## src/rtl/led7219_rx.sv

```systemverilog
// led7219_rx: receives the MAX7219 serial stream (DIN/CS/CLK) and rebuilds the
// register state of a chain of NCHAIN cascaded devices.
`default_nettype none

module led7219_rx #(
  parameter int NCHAIN   = 4,
  parameter int CNT_BITS = 10
) (
  input  logic                  clk,
  input  logic                  rst_n,
  input  logic                  leds_out,
  input  logic                  leds_cs,
  input  logic                  leds_clk,
  output logic [64*NCHAIN-1:0]  image,
  output logic [4*NCHAIN-1:0]   intensity,
  output logic [3*NCHAIN-1:0]   scan_limit,
  output logic [8*NCHAIN-1:0]   decode,
  output logic [NCHAIN-1:0]     shutdown_n,
  output logic [NCHAIN-1:0]     test,
  output logic                  frame_valid,
  output logic                  frame_err
);

  localparam int SRW = 16*NCHAIN;
  localparam logic [CNT_BITS-1:0] CNT_FULL = CNT_BITS'(SRW);
  localparam logic [CNT_BITS-1:0] CNT_SAT  = CNT_BITS'(SRW + 1);

  typedef enum logic [1:0] {IDLE, SHIFT, LATCH} state_t;

  logic din_s1_q, din_s2_q;
  logic cs_s1_q, cs_s2_q, cs_prev_q;
  logic sck_s1_q, sck_s2_q, sck_prev_q;

  state_t                state_q;
  logic [CNT_BITS-1:0]   cnt_q;
  logic [SRW-1:0]        sr_q;
  logic [64*NCHAIN-1:0]  image_q;
  logic [4*NCHAIN-1:0]   intensity_q;
  logic [3*NCHAIN-1:0]   scan_limit_q;
  logic [8*NCHAIN-1:0]   decode_q;
  logic [NCHAIN-1:0]     shutdown_n_q;
  logic [NCHAIN-1:0]     test_q;
  logic                  frame_valid_q;
  logic                  frame_err_q;

  logic w_cs_fall, w_cs_rise, w_sck_rise;
  logic unused_sr_hi;

  // cs syncs reset low so a cs already low at reset release is not seen as a fall
  always_ff @(posedge clk or negedge rst_n) begin
    if (!rst_n) begin
      din_s1_q   <= 1'b0;
      din_s2_q   <= 1'b0;
      cs_s1_q    <= 1'b0;
      cs_s2_q    <= 1'b0;
      cs_prev_q  <= 1'b0;
      sck_s1_q   <= 1'b0;
      sck_s2_q   <= 1'b0;
      sck_prev_q <= 1'b0;
    end else begin
      din_s1_q   <= leds_out;
      din_s2_q   <= din_s1_q;
      cs_s1_q    <= leds_cs;
      cs_s2_q    <= cs_s1_q;
      cs_prev_q  <= cs_s2_q;
      sck_s1_q   <= leds_clk;
      sck_s2_q   <= sck_s1_q;
      sck_prev_q <= sck_s2_q;
    end
  end

  assign w_cs_fall  =  cs_prev_q & ~cs_s2_q;
  assign w_cs_rise  = ~cs_prev_q &  cs_s2_q;
  assign w_sck_rise =  sck_s2_q  & ~sck_prev_q;

  always_ff @(posedge clk or negedge rst_n) begin
    if (!rst_n) begin
      state_q       <= IDLE;
      cnt_q         <= '0;
      sr_q          <= '0;
      image_q       <= '0;
      intensity_q   <= '0;
      scan_limit_q  <= '0;
      decode_q      <= '0;
      shutdown_n_q  <= '0;
      test_q        <= '0;
      frame_valid_q <= 1'b0;
      frame_err_q   <= 1'b0;
    end else begin
      frame_valid_q <= 1'b0;
      frame_err_q   <= 1'b0;
      case (state_q)
        IDLE: begin
          if (w_cs_fall) begin
            cnt_q   <= '0;
            state_q <= SHIFT;
          end
        end
        SHIFT: begin
          if (w_sck_rise && !cs_s2_q) begin
            sr_q <= {sr_q[SRW-2:0], din_s2_q};
            if (cnt_q != CNT_SAT) cnt_q <= cnt_q + 1'b1;
          end
          if (w_cs_rise) state_q <= LATCH;
        end
        LATCH: begin
          state_q <= IDLE;
          if (cnt_q == CNT_FULL) begin
            frame_valid_q <= 1'b1;
            for (int i = 0; i < NCHAIN; i++) begin
              for (int d = 1; d <= 8; d++) begin
                if (sr_q[16*i+8 +: 4] == 4'(d))
                  image_q[64*i + 8*(d-1) +: 8] <= sr_q[16*i +: 8];
              end
              case (sr_q[16*i+8 +: 4])
                4'h9: decode_q[8*i +: 8]     <= sr_q[16*i +: 8];
                4'hA: intensity_q[4*i +: 4]  <= sr_q[16*i +: 4];
                4'hB: scan_limit_q[3*i +: 3] <= sr_q[16*i +: 3];
                4'hC: shutdown_n_q[i]        <= sr_q[16*i];
                4'hF: test_q[i]              <= sr_q[16*i];
                default: ;
              endcase
            end
          end else begin
            frame_err_q <= 1'b1;
          end
        end
        default: state_q <= IDLE;
      endcase
    end
  end

  // word[15:12] carries no register information
  assign unused_sr_hi = ^sr_q;

  assign image       = image_q;
  assign intensity   = intensity_q;
  assign scan_limit  = scan_limit_q;
  assign decode      = decode_q;
  assign shutdown_n  = shutdown_n_q;
  assign test        = test_q;
  assign frame_valid = frame_valid_q;
  assign frame_err   = frame_err_q;

endmodule

`default_nettype wire

```

## config.mk

```make
export PLATFORM = sky130hd
export DESIGN_NAME = led7219_rx
export DESIGN_NICKNAME = d
export VERILOG_FILES = /design/src/rtl/led7219_rx.sv
export SDC_FILE = /design/constraint.sdc
export NUM_CORES = 1
export LEC_CHECK = 0
export BUFFER_PORTS_ARGS = -buffer_cell sky130_fd_sc_hd__buf_2
export CORE_MARGIN = 2
export CORE_UTILIZATION = 27
export CTS_BUF_LIST = sky130_fd_sc_hd__clkbuf_4
export DETAILED_ROUTE_END_ITERATION = 8
export HOLD_SLACK_MARGIN = 0.12
export PLACE_DENSITY = 0.52
export SYNTH_ARGS = -nofsm -noshare
export SYNTH_HDL_FRONTEND = slang
export SYNTH_SLANG_ARGS = --single-unit
```

## constraint.sdc

```tcl
create_clock -name clk -period 3.5 [get_ports clk]
set_clock_uncertainty 0.15 [all_clocks]
set_input_delay 0.7 -clock clk [delete_from_list [all_inputs] [get_ports clk]]
set_output_delay 0.7 -clock clk [all_outputs]
set_load 0.02 [all_outputs]
```

==> results of run 1 <==
[worst reg2reg max path: stages, from the launching register on]
cell and delay [ns]:
sky130_fd_sc_hd__dfrtp_1 0.73, sky130_fd_sc_hd__nor4bb_1 0.48, sky130_fd_sc_hd__nand4_1 0.37, sky130_fd_sc_hd__nor2_1 0.66, sky130_fd_sc_hd__mux2_2 0.41
[layer usage]
layer | vias to the layer above | GRT usage
met5 | - | 0
met4 | 0 | 0.06111
met1 | 5202 | 0.1703
li1 | 4492 | -
met3 | 65 | 0.03752
met2 | 262 | 0.2267
[area by class of cell]
class | instances | area share
Sequential cell | 406 | 0.5058
Multi-Input combinational cell | 528 | 0.2758
Timing Repair Buffer | 358 | 0.09742
Clock buffer | 165 | 0.06166
Tap cell | 773 | 0.04815
Clock inverter | 30 | 0.01015
Inverter | 5 | 0.0009343
Antenna cell | 1 | 0.0001246
[per-stage QoR]
step,worst slack [ns],hold slack (ns),power (mW)
floorplan,1.035,0.1812,4.979
global route,0.3628,0.2024,9.982
CTS,0.5227,0.1861,9.682
detailed placement,0.5440,0.1864,5.181
finish,0.5864,0.1949,9.450
global placement,0.5280,0.1865,5.176
[worst max path at each step]
stage / end / cells past startpoint / slack, ns
floorplan: image[168]$_DFFE_PN0P_ / 6 / 1.03
global placement: image[114]$_DFFE_PN0P_ / 4 / 0.53
detailed placement: image[116]$_DFFE_PN0P_ / 4 / 0.54
CTS: image[116]$_DFFE_PN0P_ / 4 / 0.52
global route: image[114]$_DFFE_PN0P_ / 4 / 0.36
finish: image[114]$_DFFE_PN0P_ / 4 / 0.59
[flip-flops by register name, indices dropped and copies added, names as in the netlist]
name	flops
cs_s1_q	1
shutdown_n	4
frame_err	1
sck_prev_q	1
sr_q	60
cnt_q	10
din_s1_q	1
image	256
cs_s2_q	1
state_q	2
test	4
sck_s1_q	1
din_s2_q	1
sck_s2_q	1
decode	32
intensity	16
frame_valid	1
scan_limit	12
cs_prev_q	1
[cell families after synthesis]
kind of cell	Yosys count	share of synthesized area
AO/OA/AOI/OAI	29	0.01260
adder cells (fa/ha/maj)	3	0.002347
buffers and inverters	72	0.01885
flip-flops	406	0.6352
multiplexers	383	0.2697
AND/OR/NAND/NOR	113	0.06133
[synthesized netlist by cell type (2+ instances only)]
master and number:
sky130_fd_sc_hd__a31oi_1 2, sky130_fd_sc_hd__and3_1 2, sky130_fd_sc_hd__o31ai_1 13, sky130_fd_sc_hd__dfrtp_1 406, sky130_fd_sc_hd__mux2_2 383, sky130_fd_sc_hd__nor4_4 10, sky130_fd_sc_hd__nor3_2 9, sky130_fd_sc_hd__buf_6 3
sky130_fd_sc_hd__a41oi_1 3, sky130_fd_sc_hd__buf_2 7, sky130_fd_sc_hd__nor4b_4 5, sky130_fd_sc_hd__buf_1 10, sky130_fd_sc_hd__o41ai_1 2, sky130_fd_sc_hd__nor3_1 4, sky130_fd_sc_hd__ha_1 3, sky130_fd_sc_hd__or4_1 5
sky130_fd_sc_hd__inv_1 5, sky130_fd_sc_hd__nor2_1 20, sky130_fd_sc_hd__nor2b_1 2, sky130_fd_sc_hd__and4_1 2, sky130_fd_sc_hd__nand4_1 5, sky130_fd_sc_hd__nand3_1 4, sky130_fd_sc_hd__nand2_1 13, sky130_fd_sc_hd__a21oi_1 2
sky130_fd_sc_hd__nor4_1 4, sky130_fd_sc_hd__nand2b_1 13, sky130_fd_sc_hd__clkbuf_1 47, sky130_fd_sc_hd__nor3_4 3, sky130_fd_sc_hd__o21ai_0 6, sky130_fd_sc_hd__nor4b_1 4
[power groups by stage]
stage | clock [mW] | sequential, mW | combinational [mW]
finish | 4.36 | 4.85 | 0.232
global placement | 0 | 4.94 | 0.231
floorplan | 0 | 4.84 | 0.136
CTS | 4.58 | 4.86 | 0.244
detailed placement | 0 | 4.95 | 0.235
global route | 4.85 | 4.86 | 0.269
[repair_timing]
item	in CTS	in global routing
endpoints found under the setup margin	0	0
endpoints found under the hold margin	357	0
hold buffers	5	0
[placed cells by master, fill, tap and decap left out, types with 6 or more instances in the layout]
cell type / count
sky130_fd_sc_hd__o21ai_0: 6
sky130_fd_sc_hd__nor2_1: 20
sky130_fd_sc_hd__dfrtp_1: 406
sky130_fd_sc_hd__clkbuf_4: 165
sky130_fd_sc_hd__nor4_4: 10
sky130_fd_sc_hd__nand2_1: 12
sky130_fd_sc_hd__o31ai_1: 13
sky130_fd_sc_hd__nor3_2: 9
sky130_fd_sc_hd__nand2b_1: 13
sky130_fd_sc_hd__buf_4: 18
sky130_fd_sc_hd__buf_2: 329
sky130_fd_sc_hd__mux2_2: 383
sky130_fd_sc_hd__buf_12: 6
sky130_fd_sc_hd__clkinv_2: 7
sky130_fd_sc_hd__clkinv_1: 18
==> results.txt, run 1 <==
----------------------------------------------------
[Hold path]
  Beginning of the worst hold path ... sck_s1_q$_DFF_PN0_
  Cell depth of the worst hold path ... 0
  Worst min-delay path endpoint ... sck_s2_q$_DFF_PN0_
  Worst hold path class ... flop to flop

[Pwr]
  Logic gate share of total power ... 0.025
  Peak supply drop ... 266.6 µV
  Ratio of total power to cell area ... 470.4 nW/µm²
  Clock power share ... 0.462
  Internal Pwr Total ... 7.163 mW
  Leak Pwr ... 10.86 nW
  Sequential Power Share ... 0.514
  Switching power of the nets ... 2.287 mW
  Sw Ratio ... 0.2420

[Synth]
  Synth async-reset ratio ... 1.000
  Synth unique cells ... 39
  Area fraction of the dominant cell type after synthesis ... 0.6352
  Post-synth EDFFs ... 0
  Net Count, Synth ... 1,014
  Mean instance size in the synthesized netlist ... 15.90 µm²
  Count of yosys warnings during synthesis ... 0
  Post-synth top area cell ... sky130_fd_sc_hd__dfrtp_1
  Dominant synthesized flop cell ... sky130_fd_sc_hd__dfrtp_1
  Cell area after synthesis ... 15,990 µm²
  Biggest area contributors in the synthesized netlist ... sky130_fd_sc_hd__dfrtp_1 64%, sky130_fd_sc_hd__mux2_2 27%, sky130_fd_sc_hd__nor4_4 1.3%
  Flops & latches, synth ... 406
  Gate count after technology mapping ... 1,006
  Sequential element share of the synthesized area ... 0.6352

[Setup path]
  Highest cell delay on the worst timing path ... 0.73 ns
  Crit path DAT ... 3.45 ns
  Critical path endpoint category ... flop
  Cell with the largest stage delay on the worst path ... sky130_fd_sc_hd__dfrtp_1
  Worst path bufs/invs ... 0
  Critical path start-end classification ... flop to flop
  Critical Path RT ... 4.04 ns
  Cell family with the largest share of critical-path delay ... simple AND/OR/NAND/NOR gates
  Reg2reg path depth ... 4
  Crit-path max FO ... 12
  Worst setup slack for register-to-register paths ... 0.59 ns
  Reg2Reg Capture Point ... image[114]$_DFFE_PN0P_
  Startpoint type of the worst setup path ... flop
  Cell-by-cell trace of the critical path ... nor4bb_1 -> nand4_1 -> nor2_1 -> mux2_2
  Start of the worst register-to-register path ... sr_q[25]$_DFFE_PN0P_
  Critical path startpoint ... sr_q[25]$_DFFE_PN0P_

[Floorplanning]
  Area enclosed by the die boundary ... 61,200 µm²
  Num ports ... 331
  Die width ... 247.4 µm
  Number of placement rows ... 89
  Starting Density ... 0.2720
  Floorplan Core Area ... 58,800 µm²
  Die extent in y ... 247.4 µm

[GRT]
  Pin count of the biggest net entering global routing ... 97
  Global-route wire length before repair ... 64.49 mm
  Overall Global Routing Usage ... 0.1382
  Overflow after GRT ... 0
  Number of global-route vias before repair ... 10,710
  Initial antenna violation count ... 1

[STA]
  Total count of max-transition violations in the final report ... 0
  Number of endpoints failing setup at the final stage ... 0
  Transition at the pin with the smallest max-transition slack ... 0.9407 ns
  Final clock period utilization by the worst path ... 0.8325
  Final worst path period need ... 2.914 ns
  Final hold violation count ... 0
  Accumulated negative setup slack ... 0 ns
  Unrepaired setup endpoints after global routing ... false
  Highest Clock Rate ... 343.2 MHz
  Max_slew headroom ... 0.3729

[Detailed routing]
  Residual DRC count ... 0
  Metal3 WL ... 2.389 mm
  Average vias per placed instance ... 4.422
  Initial detailed-routing violation count ... 376
  DRT antenna net count ... 0
  Uppermost routed layer ... met4
  Vias after detailed routing ... 10,020
  Wire length per cell after detailed routing ... 18.65 µm
  Iteration count of the initial detailed-routing pass ... 4
  Routed met2 length ... 21.16 mm
  Final routed wirelength across all metal layers ... 42.27 mm
  Met1 WL ... 17.74 mm

[Cells and area]
  Area of the multi-input gates ... 5540 µm²
  Sequential cell area ... 10,160 µm²
  Post-layout net count ... 1,421
  Layout cell share with drive strength beyond 1 ... 0.6347
  Non-filler instance count after layout ... 2,266
  Cell area after layout ... 20,090 µm²
  FILL cells ... 5,868
  Final design utilization ... 0.3417
  Area added between synthesis and finish ... 25.60%

[Clocking]
  Buffers inserted during post-CTS setup optimization ... 0
  Post-CTS resize count ... 0
  # clock sinks ... 406
  Clock latency of the later-clocked register in the worst-skew pair ... 0.84 ns
  Number of buffers created by CTS ... 114
  Clk pin slew, worst setup/hold paths ... 0.06 ns
  Clk root buf ... sky130_fd_sc_hd__clkbuf_4
  CTS tree ... done
  Buffer depth of the longest clock path ... 3
  H-tree depth reported by CTS ... 3

[Flow run]
  Maximum capacitance violations ... 0

[Placed design]
  Post-place instance area ... 18,580 µm²
  Number of placed instances, taps included ... 2,065
  Post-detailed-placement half-perimeter wirelength ... 28.67 mm
  Routability Congestion ... 0.7306
  Number of input and output port buffers inserted ... 330

[Status]
  Status ... complete, no violations

----------------------------------------------------
No activity file was read; power rests on OpenSTA's default activity.
==> run 2: changes to the inputs <==
--- a/config.mk
+++ b/config.mk
@@ -11,7 +11,7 @@
 export CTS_BUF_LIST = sky130_fd_sc_hd__clkbuf_4
 export DETAILED_ROUTE_END_ITERATION = 8
 export HOLD_SLACK_MARGIN = 0.12
-export PLACE_DENSITY = 0.52
+export PLACE_DENSITY = 0.54
 export SYNTH_ARGS = -nofsm -noshare
 export SYNTH_HDL_FRONTEND = slang
 export SYNTH_SLANG_ARGS = --single-unit
==> constraint.sdc (replaced) <==
create_clock -name clk -period 2.6 [get_ports clk]
set_clock_uncertainty 0.15 [all_clocks]
set_input_delay 0.52 -clock clk [delete_from_list [all_inputs] [get_ports clk]]
set_output_delay 0.52 -clock clk [all_outputs]
set_load 0.02 [all_outputs]
==> run 2 against run 1 <==
Effect of this change:
- critical path type unchanged
- maximum frequency increased by 19%
- largest power group unchanged
- worst hold slack got worse by 0.012 ns
- via count increased by 3.1%
==> results.txt, run 2 (synthesis gave the netlist of run 1 again) <==
----------------------------------------------------
[Status]
  Status ... complete, no violations

[Setup path]
  Start of the worst register-to-register path ... cnt_q[5]$_DFFE_PN0P_
  Crit-path max FO ... 17 (+5)
  Critical path endpoint category ... flop
  Reg2Reg Capture Point ... image[17]$_DFFE_PN0P_
  Crit path DAT ... 3.03 ns (-0.42 ns)
  Startpoint type of the worst setup path ... flop
  Cell-by-cell trace of the critical path ... nor4_4 -> nand4_4 -> buf_12 -> or4_1 -> mux2_2
  Reg2reg path depth ... 5 (+1)
  Critical path start-end classification ... flop to flop
  Cell with the largest stage delay on the worst path ... sky130_fd_sc_hd__or4_1
  Highest cell delay on the worst timing path ... 0.69 ns (-0.04 ns)
  Critical Path RT ... 3.19 ns (-0.85 ns)
  Worst setup slack for register-to-register paths ... 0.15 ns (-0.43 ns)

[Floorplanning]
  Number of placement rows ... 89 (unchanged)
  Area enclosed by the die boundary ... 61,200 µm² (unchanged)
  Starting Density ... 0.2720 (unchanged)
  Die width ... 247.4 µm (unchanged)
  Num ports ... 331 (unchanged)
  Die extent in y ... 247.4 µm (unchanged)
  Floorplan Core Area ... 58,800 µm² (unchanged)

[GRT]
  Initial antenna violation count ... 2 (+1)
  Number of global-route vias before repair ... 10,930 (+2.1%)
  Pin count of the biggest net entering global routing ... 75 (-23%)
  Overall Global Routing Usage ... 0.1399 (+0.001686)
  Overflow after GRT ... 0 (unchanged)
  Global-route wire length before repair ... 65.49 mm (+1.6%)

[Pwr]
  Logic gate share of total power ... 0.029 (+0.004)
  Internal Pwr Total ... 9.438 mW (+32%)
  Peak supply drop ... 263.3 µV (-1.2%)
  Leak Pwr ... 11.17 nW (+2.8%)
  Switching power of the nets ... 3.102 mW (+36%)
  Sw Ratio ... 0.2474 (+0.005369)
  Clock power share ... 0.450 (-0.012)
  Final Power ... 12.54 mW (+33%)
  Ratio of total power to cell area ... 609.9 nW/µm² (+30%)
  Sequential Power Share ... 0.520 (+0.006)

[Hold path]
  Beginning of the worst hold path ... cs_s1_q$_DFF_PN0_
  Worst hold path class ... flop to flop
  Cell depth of the worst hold path ... 0 (unchanged)
  Worst min-delay path endpoint ... cs_s2_q$_DFF_PN0_

[Detailed routing]
  Residual DRC count ... 0 (unchanged)
  Initial detailed-routing violation count ... 314 (-16%)
  Wire length per cell after detailed routing ... 18.41 µm (-1.3%)
  Average vias per placed instance ... 4.432 (+0.22%)
  Iteration count of the initial detailed-routing pass ... 4 (unchanged)
  Vias after detailed routing ... 10,340 (+3.1%)
  DRT antenna net count ... 0 (unchanged)
  Final routed wirelength across all metal layers ... 42.92 mm (+1.5%)

[STA]
  Final clock period utilization by the worst path ... 0.9406 (+0.1081)
  Accumulated negative setup slack ... 0 ns (unchanged)
  Final hold violation count ... 0 (unchanged)
  Highest Clock Rate ... 408.9 MHz (+19%)
  Number of endpoints failing setup at the final stage ... 0 (unchanged)
  Total count of max-transition violations in the final report ... 0 (unchanged)
  Unrepaired setup endpoints after global routing ... false
  Transition at the pin with the smallest max-transition slack ... 0.8568 ns (-0.08390 ns)
  Max_slew headroom ... 0.4288 (+0.05594)
  Final worst path period need ... 2.446 ns (-0.4681 ns)

[Clocking]
  Buffer depth of the longest clock path ... 3 (unchanged)
  CTS tree ... done
  Clk root buf ... sky130_fd_sc_hd__clkbuf_4
  Clk pin slew, worst setup/hold paths ... 0.06 ns (about the same)
  Buffers inserted during post-CTS setup optimization ... 0 (unchanged)
  Clock latency of the later-clocked register in the worst-skew pair ... 0.87 ns (+0.03 ns)
  # clock sinks ... 406 (unchanged)
  Number of buffers created by CTS ... 113 (-0.88%)
  Post-CTS resize count ... 0 (unchanged)
  H-tree depth reported by CTS ... 3 (unchanged)

[Cells and area]
  Layout cell share with drive strength beyond 1 ... 0.6446 (+0.009840)
  Post-layout net count ... 1,476 (+3.9%)
  Area added between synthesis and finish ... 28.55%
  Commonest non-fill, non-tap cells in the layout ... 406 x sky130_fd_sc_hd__dfrtp_1, 383 x sky130_fd_sc_hd__mux2_2, 329 x sky130_fd_sc_hd__buf_2
  Number of flip-flops in the largest register ... 256 (unchanged)
  FILL cells ... 5,838 (-0.51%)
  Most frequent standard cell in the layout excluding fill and tap cells ... sky130_fd_sc_hd__dfrtp_1

[Flow run]
  Maximum capacitance violations ... 0 (unchanged)

[Placed design]
  Routability Congestion ... 0.7566 (+3.6%)
  Post-detailed-placement half-perimeter wirelength ... 29.29 mm (+2.2%)
  Number of input and output port buffers inserted ... 330 (unchanged)

----------------------------------------------------
[run 2: cell count changes in the layout (fill, tap and decap cells not counted), sizes merged]
cell | before | now
buf | 354 | 406
diode | 1 | 6
dlygate4sd3 | 4 | 8
bufinv | 3 | 0
clkbuf | 165 | 168
clkinv | 25 | 28
inv | 6 | 8
[run 2: cell type report]
| type | count | area [µm²] | area share |
|---|---|---|---|
| Tap cell | 773 | 967.2 | 0.04704 |
| Antenna cell | 6 | 15.01 | 0.0007302 |
| Sequential cell | 406 | 10160 | 0.4941 |
| Multi-Input combinational cell | 528 | 5540 | 0.2695 |
| Timing Repair Buffer | 414 | 2462 | 0.1198 |
| Inverter | 5 | 18.77 | 0.0009128 |
| Clock inverter | 32 | 136.4 | 0.006633 |
| Clock buffer | 168 | 1261 | 0.06134 |
[run 2: power by group through the flow]
stage          logic, mW  clock network, mW  registers [mW]
2_1_floorplan      0.184                  0            6.52
3_3_place_gp       0.364                  0            6.65
3_5_place_dp       0.370                  0            6.65
4_1_cts            0.388               5.94            6.53
5_1_grt            0.426               6.32            6.54
6_report           0.370               5.65            6.52
[run 2: how the worst max path moves through the flow]
stage | start | endpoint | cells after the start
global route | cnt_q[5]$_DFFE_PN0P_ | image[17]$_DFFE_PN0P_ | 5
finish | cnt_q[5]$_DFFE_PN0P_ | image[17]$_DFFE_PN0P_ | 5
global placement | cnt_q[5]$_DFFE_PN0P_ | image[2]$_DFFE_PN0P_ | 5
detailed placement | cnt_q[5]$_DFFE_PN0P_ | image[1]$_DFFE_PN0P_ | 5
floorplan | cnt_q[4]$_DFFE_PN0P_ | image[168]$_DFFE_PN0P_ | 6
CTS | cnt_q[5]$_DFFE_PN0P_ | image[20]$_DFFE_PN0P_ | 5
[run 2: through the flow]
step / setup WS [ns] / hold WS [ns] / std cells / instance area (µm²) / utilization
after floorplan: 0.1346 / 0.07441 / 1006 / 15990 / -
after global placement: 0.1657 / 0.1858 / 2117 / 19050 / 0.3240
after detailed placement: 0.1449 / 0.1847 / 2117 / 19050 / 0.3240
after CTS: 0.1381 / 0.1843 / 2326 / 20550 / 0.3494
after global routing: 0.02544 / 0.1865 / 2332 / 20560 / 0.3497
final: 0.1545 / 0.1832 / 2332 / 20560 / 0.3497
[run 2: per-layer routing]
layer	track usage	vias to the layer above	routed length [µm]
li1	-	4639	-
met1	0.1679	5370	17870
met2	0.2333	258	21540
met3	0.04390	69	2586
met4	0.05548	0	932
met5	0	-	0
[run 2: repair_timing]
| item | CTS | global route |
|---|---|---|
| endpoints found under the setup margin | 0 | 0 |
| endpoints found under the hold margin | 409 | 0 |
| hold buffers | 9 | 0 |
[run 2: worst max-delay path, delay by kind of cell, from the launching register on]
kind                   cells  cell delay (ns)
AND/OR/NAND/NOR            3             1.23
flip-flops                 1             0.41
multiplexers               1             0.35
buffers and inverters      1             0.21
==> run 3: changes to the inputs <==
--- a/config.mk
+++ b/config.mk
@@ -7,11 +7,13 @@
 export LEC_CHECK = 0
 export BUFFER_PORTS_ARGS = -buffer_cell sky130_fd_sc_hd__buf_2
 export CORE_MARGIN = 2
-export CORE_UTILIZATION = 27
+export CORE_UTILIZATION = 45
 export CTS_BUF_LIST = sky130_fd_sc_hd__clkbuf_4
 export DETAILED_ROUTE_END_ITERATION = 8
+export GPL_TIMING_DRIVEN = 0
 export HOLD_SLACK_MARGIN = 0.12
-export PLACE_DENSITY = 0.54
+export MAX_ROUTING_LAYER = met4
+export PLACE_DENSITY = 0.77
 export SYNTH_ARGS = -nofsm -noshare
 export SYNTH_HDL_FRONTEND = slang
 export SYNTH_SLANG_ARGS = --single-unit
==> run 3 against run 2 <==
Effect of this change:
- clock power is 8.0% lower
- total power is 3.7% lower
- die area is 39% lower
- largest power group unchanged
- first-iteration DRC count is 42% higher
- cell count is 13% lower
- via count is 1.0% lower
- global-route usage is 7.3 points higher
- register-to-register slack worse by 0.11 ns
==> results.txt, run 3 (synthesis gave the netlist of run 1 again) <==
----------------------------------------------------
[Status]
  Status ... complete, no violations

[Pwr]
  Peak supply drop ... 326.2 µV (+24%)
  Leak Pwr ... 11.05 nW (-1.1%)
  Ratio of total power to cell area ... 595.4 nW/µm² (-2.4%)

[Setup path]
  Cell with the largest stage delay on the worst path ... sky130_fd_sc_hd__nor2_2
  Critical path endpoint category ... flop
  Crit-path max FO ... 9 (-8)
  Startpoint type of the worst setup path ... flop
  Crit path DAT ... 3.05 ns (+0.02 ns)
  Critical Path RT ... 3.09 ns (-0.10 ns)
  Cell-by-cell trace of the critical path ... clkbuf_1 -> nor4b_1 -> nand4_1 -> nor2_2 -> mux2_2
  Critical path startpoint ... cnt_q[8]$_DFFE_PN0P_
  Start of the worst register-to-register path ... cnt_q[8]$_DFFE_PN0P_
  Reg2reg path depth ... 5 (unchanged)
  Critical path start-end classification ... flop to flop
  Highest cell delay on the worst timing path ... 0.58 ns (-0.11 ns)

[Clocking]
  Clk pin slew, worst setup/hold paths ... 0.06 ns (about the same)
  Buffer depth of the longest clock path ... 3 (unchanged)
  Clk root buf ... sky130_fd_sc_hd__clkbuf_4
  Clock latency of the later-clocked register in the worst-skew pair ... 0.77 ns (-0.10 ns)
  Number of buffers created by CTS ... 104 (-8.0%)
  H-tree depth reported by CTS ... 3 (unchanged)
  # clock sinks ... 406 (unchanged)
  CTS tree ... done

[GRT]
  Number of global-route vias before repair ... 10,730 (-1.8%)
  Overall Global Routing Usage ... 0.2129 (+0.07302)
  Initial antenna violation count ... 2 (unchanged)
  Overflow after GRT ... 0 (unchanged)
  Pin count of the biggest net entering global routing ... 108 (+44%)
  Global-route wire length before repair ... 58.80 mm (-10%)

[Detailed routing]
  Residual DRC count ... 0 (unchanged)
  Iteration count of the initial detailed-routing pass ... 4 (unchanged)
  DRT antenna net count ... 0 (unchanged)
  Initial detailed-routing violation count ... 447 (+42%)
  Final routed wirelength across all metal layers ... 38.55 mm (-10%)
  Wire length per cell after detailed routing ... 19.09 µm (+3.7%)
  Average vias per placed instance ... 5.066 (+14%)
  Vias after detailed routing ... 10,230 (-1.0%)

[Floorplanning]
  Number of placement rows ... 69 (-22%)
  Die extent in y ... 192.5 µm (-22%)
  Area enclosed by the die boundary ... 37,070 µm² (-39%)
  Num ports ... 331 (unchanged)
  Floorplan Core Area ... 35,310 µm² (-40%)
  Starting Density ... 0.4530 (+0.1809)
  Die width ... 192.5 µm (-22%)

[Cells and area]
  Commonest non-fill, non-tap cells in the layout ... 403 x sky130_fd_sc_hd__dfrtp_1, 383 x sky130_fd_sc_hd__mux2_2, 331 x sky130_fd_sc_hd__buf_2
  Post-layout net count ... 1,497 (+1.4%)
  FILL cells ... 2,858 (-51%)
  Layout cell share with drive strength beyond 1 ... 0.6279 (-0.01667)
  Non-filler instance count after layout ... 2,019 (-13%)
  Area added between synthesis and finish ... 26.82%
  Sequential cell area ... 10,160 µm² (about the same)
  Most frequent standard cell in the layout excluding fill and tap cells ... sky130_fd_sc_hd__dfrtp_1
  Number of flip-flops in the largest register ... 256 (unchanged)
  Area of the multi-input gates ... 5685 µm² (+2.6%)

[STA]
  Transition at the pin with the smallest max-transition slack ... 0.8773 ns (+0.02059 ns)
  Highest Clock Rate ... 390.8 MHz (-4.4%)
  Final clock period utilization by the worst path ... 0.9841 (+0.04351)
  Unrepaired setup endpoints after global routing ... true
  Post-route worst setup slack ... 0.04137 ns (-0.1131 ns)
  Max_slew headroom ... 0.4151 (-0.01372)
  Number of endpoints failing setup at the final stage ... 0 (unchanged)
  Final worst path period need ... 2.559 ns (+0.1131 ns)
  Final hold violation count ... 0 (unchanged)
  Total count of max-transition violations in the final report ... 0 (unchanged)

[Placed design]
  Routability Congestion ... 0.8166 (+7.9%)
  Number of input and output port buffers inserted ... 330 (unchanged)
  Post-detailed-placement half-perimeter wirelength ... 25.70 mm (-12%)
  Number of placed instances, taps included ... 1,801 (-15%)
  Worst Setup Slack post-DPL ... -0.5456 ns (-0.6905 ns)

[Flow run]
  Maximum capacitance violations ... 0 (unchanged)

[Hold path]
  Worst hold path class ... primary input to async pin

----------------------------------------------------
## run 3: report_power, final
group          total (mW)  switching (mW)  internal, mW
Combinational       0.450           0.321         0.129
Clock                5.20            2.47          2.73
Sequential           6.42          0.0555          6.37
## run 3: worst paths after layout
kind	end	slack (ns)
setup / recovery	image[167]$_DFFE_PN0P_	0.04
hold reg to reg	sck_s2_q$_DFF_PN0_	0.20
hold / removal	image[185]$_DFFE_PN0P_	0.18
min in group clk	sck_s2_q$_DFF_PN0_	0.20
setup reg to reg	image[167]$_DFFE_PN0P_	0.04
max in group asynchronous	image[205]$_DFFE_PN0P_	0.62
## run 3: routing by layer
layer | vias up | GRT usage | share of wire
li1 | 4633 | - | -
met5 | - | - | 0
met4 | 0 | 0.08397 | 0.023
met2 | 289 | 0.3361 | 0.50
met1 | 5247 | 0.2652 | 0.43
met3 | 59 | 0.05237 | 0.052
## run 3: area by class of cell
class                      count  share of cell area
sequential                   406              0.5011
clock inverter                22            0.005922
clock buffer                 151             0.05589
antenna                        2           0.0002467
inverter                       5           0.0009253
buffer                        64             0.01443
tap                          461             0.02844
multi-input combinational    528              0.2803
timing repair buffer         380              0.1128
## run 3: worst max-delay path, delay by kind of cell, from the launching register on
kind | cells | cell delay (ns)
buffers and inverters | 1 | 0.26
DFF | 1 | 0.35
muxes | 1 | 0.41
and+or+nand+nor | 3 | 1.27
## run 3: metrics by stage
stage          cell area (µm²)  total power [mW]  utilization  setup TNS, ns  hold slack (ns)
2_1_floorplan            15990             6.702            -              0          0.07441
3_3_place_gp             18220             6.937       0.5161       -2841.22           0.1857
3_5_place_dp             18340             6.975       0.5195        -111.86           0.1847
4_1_cts                  19990             12.30       0.5662              0          0.04163
5_1_grt                  20280             12.72       0.5744         -4.261           0.1310
6_report                 20280             12.08       0.5744              0           0.1846
## run 3: what timing repair did
item	4_1_cts	5_1_grt
hold buffers	4	2
hold endpoints to repair	134	12
cloned	0	1
resized for setup	35	8
pin swaps	17	10
endpoints found under the setup margin	321	335
setup buffers	24	15
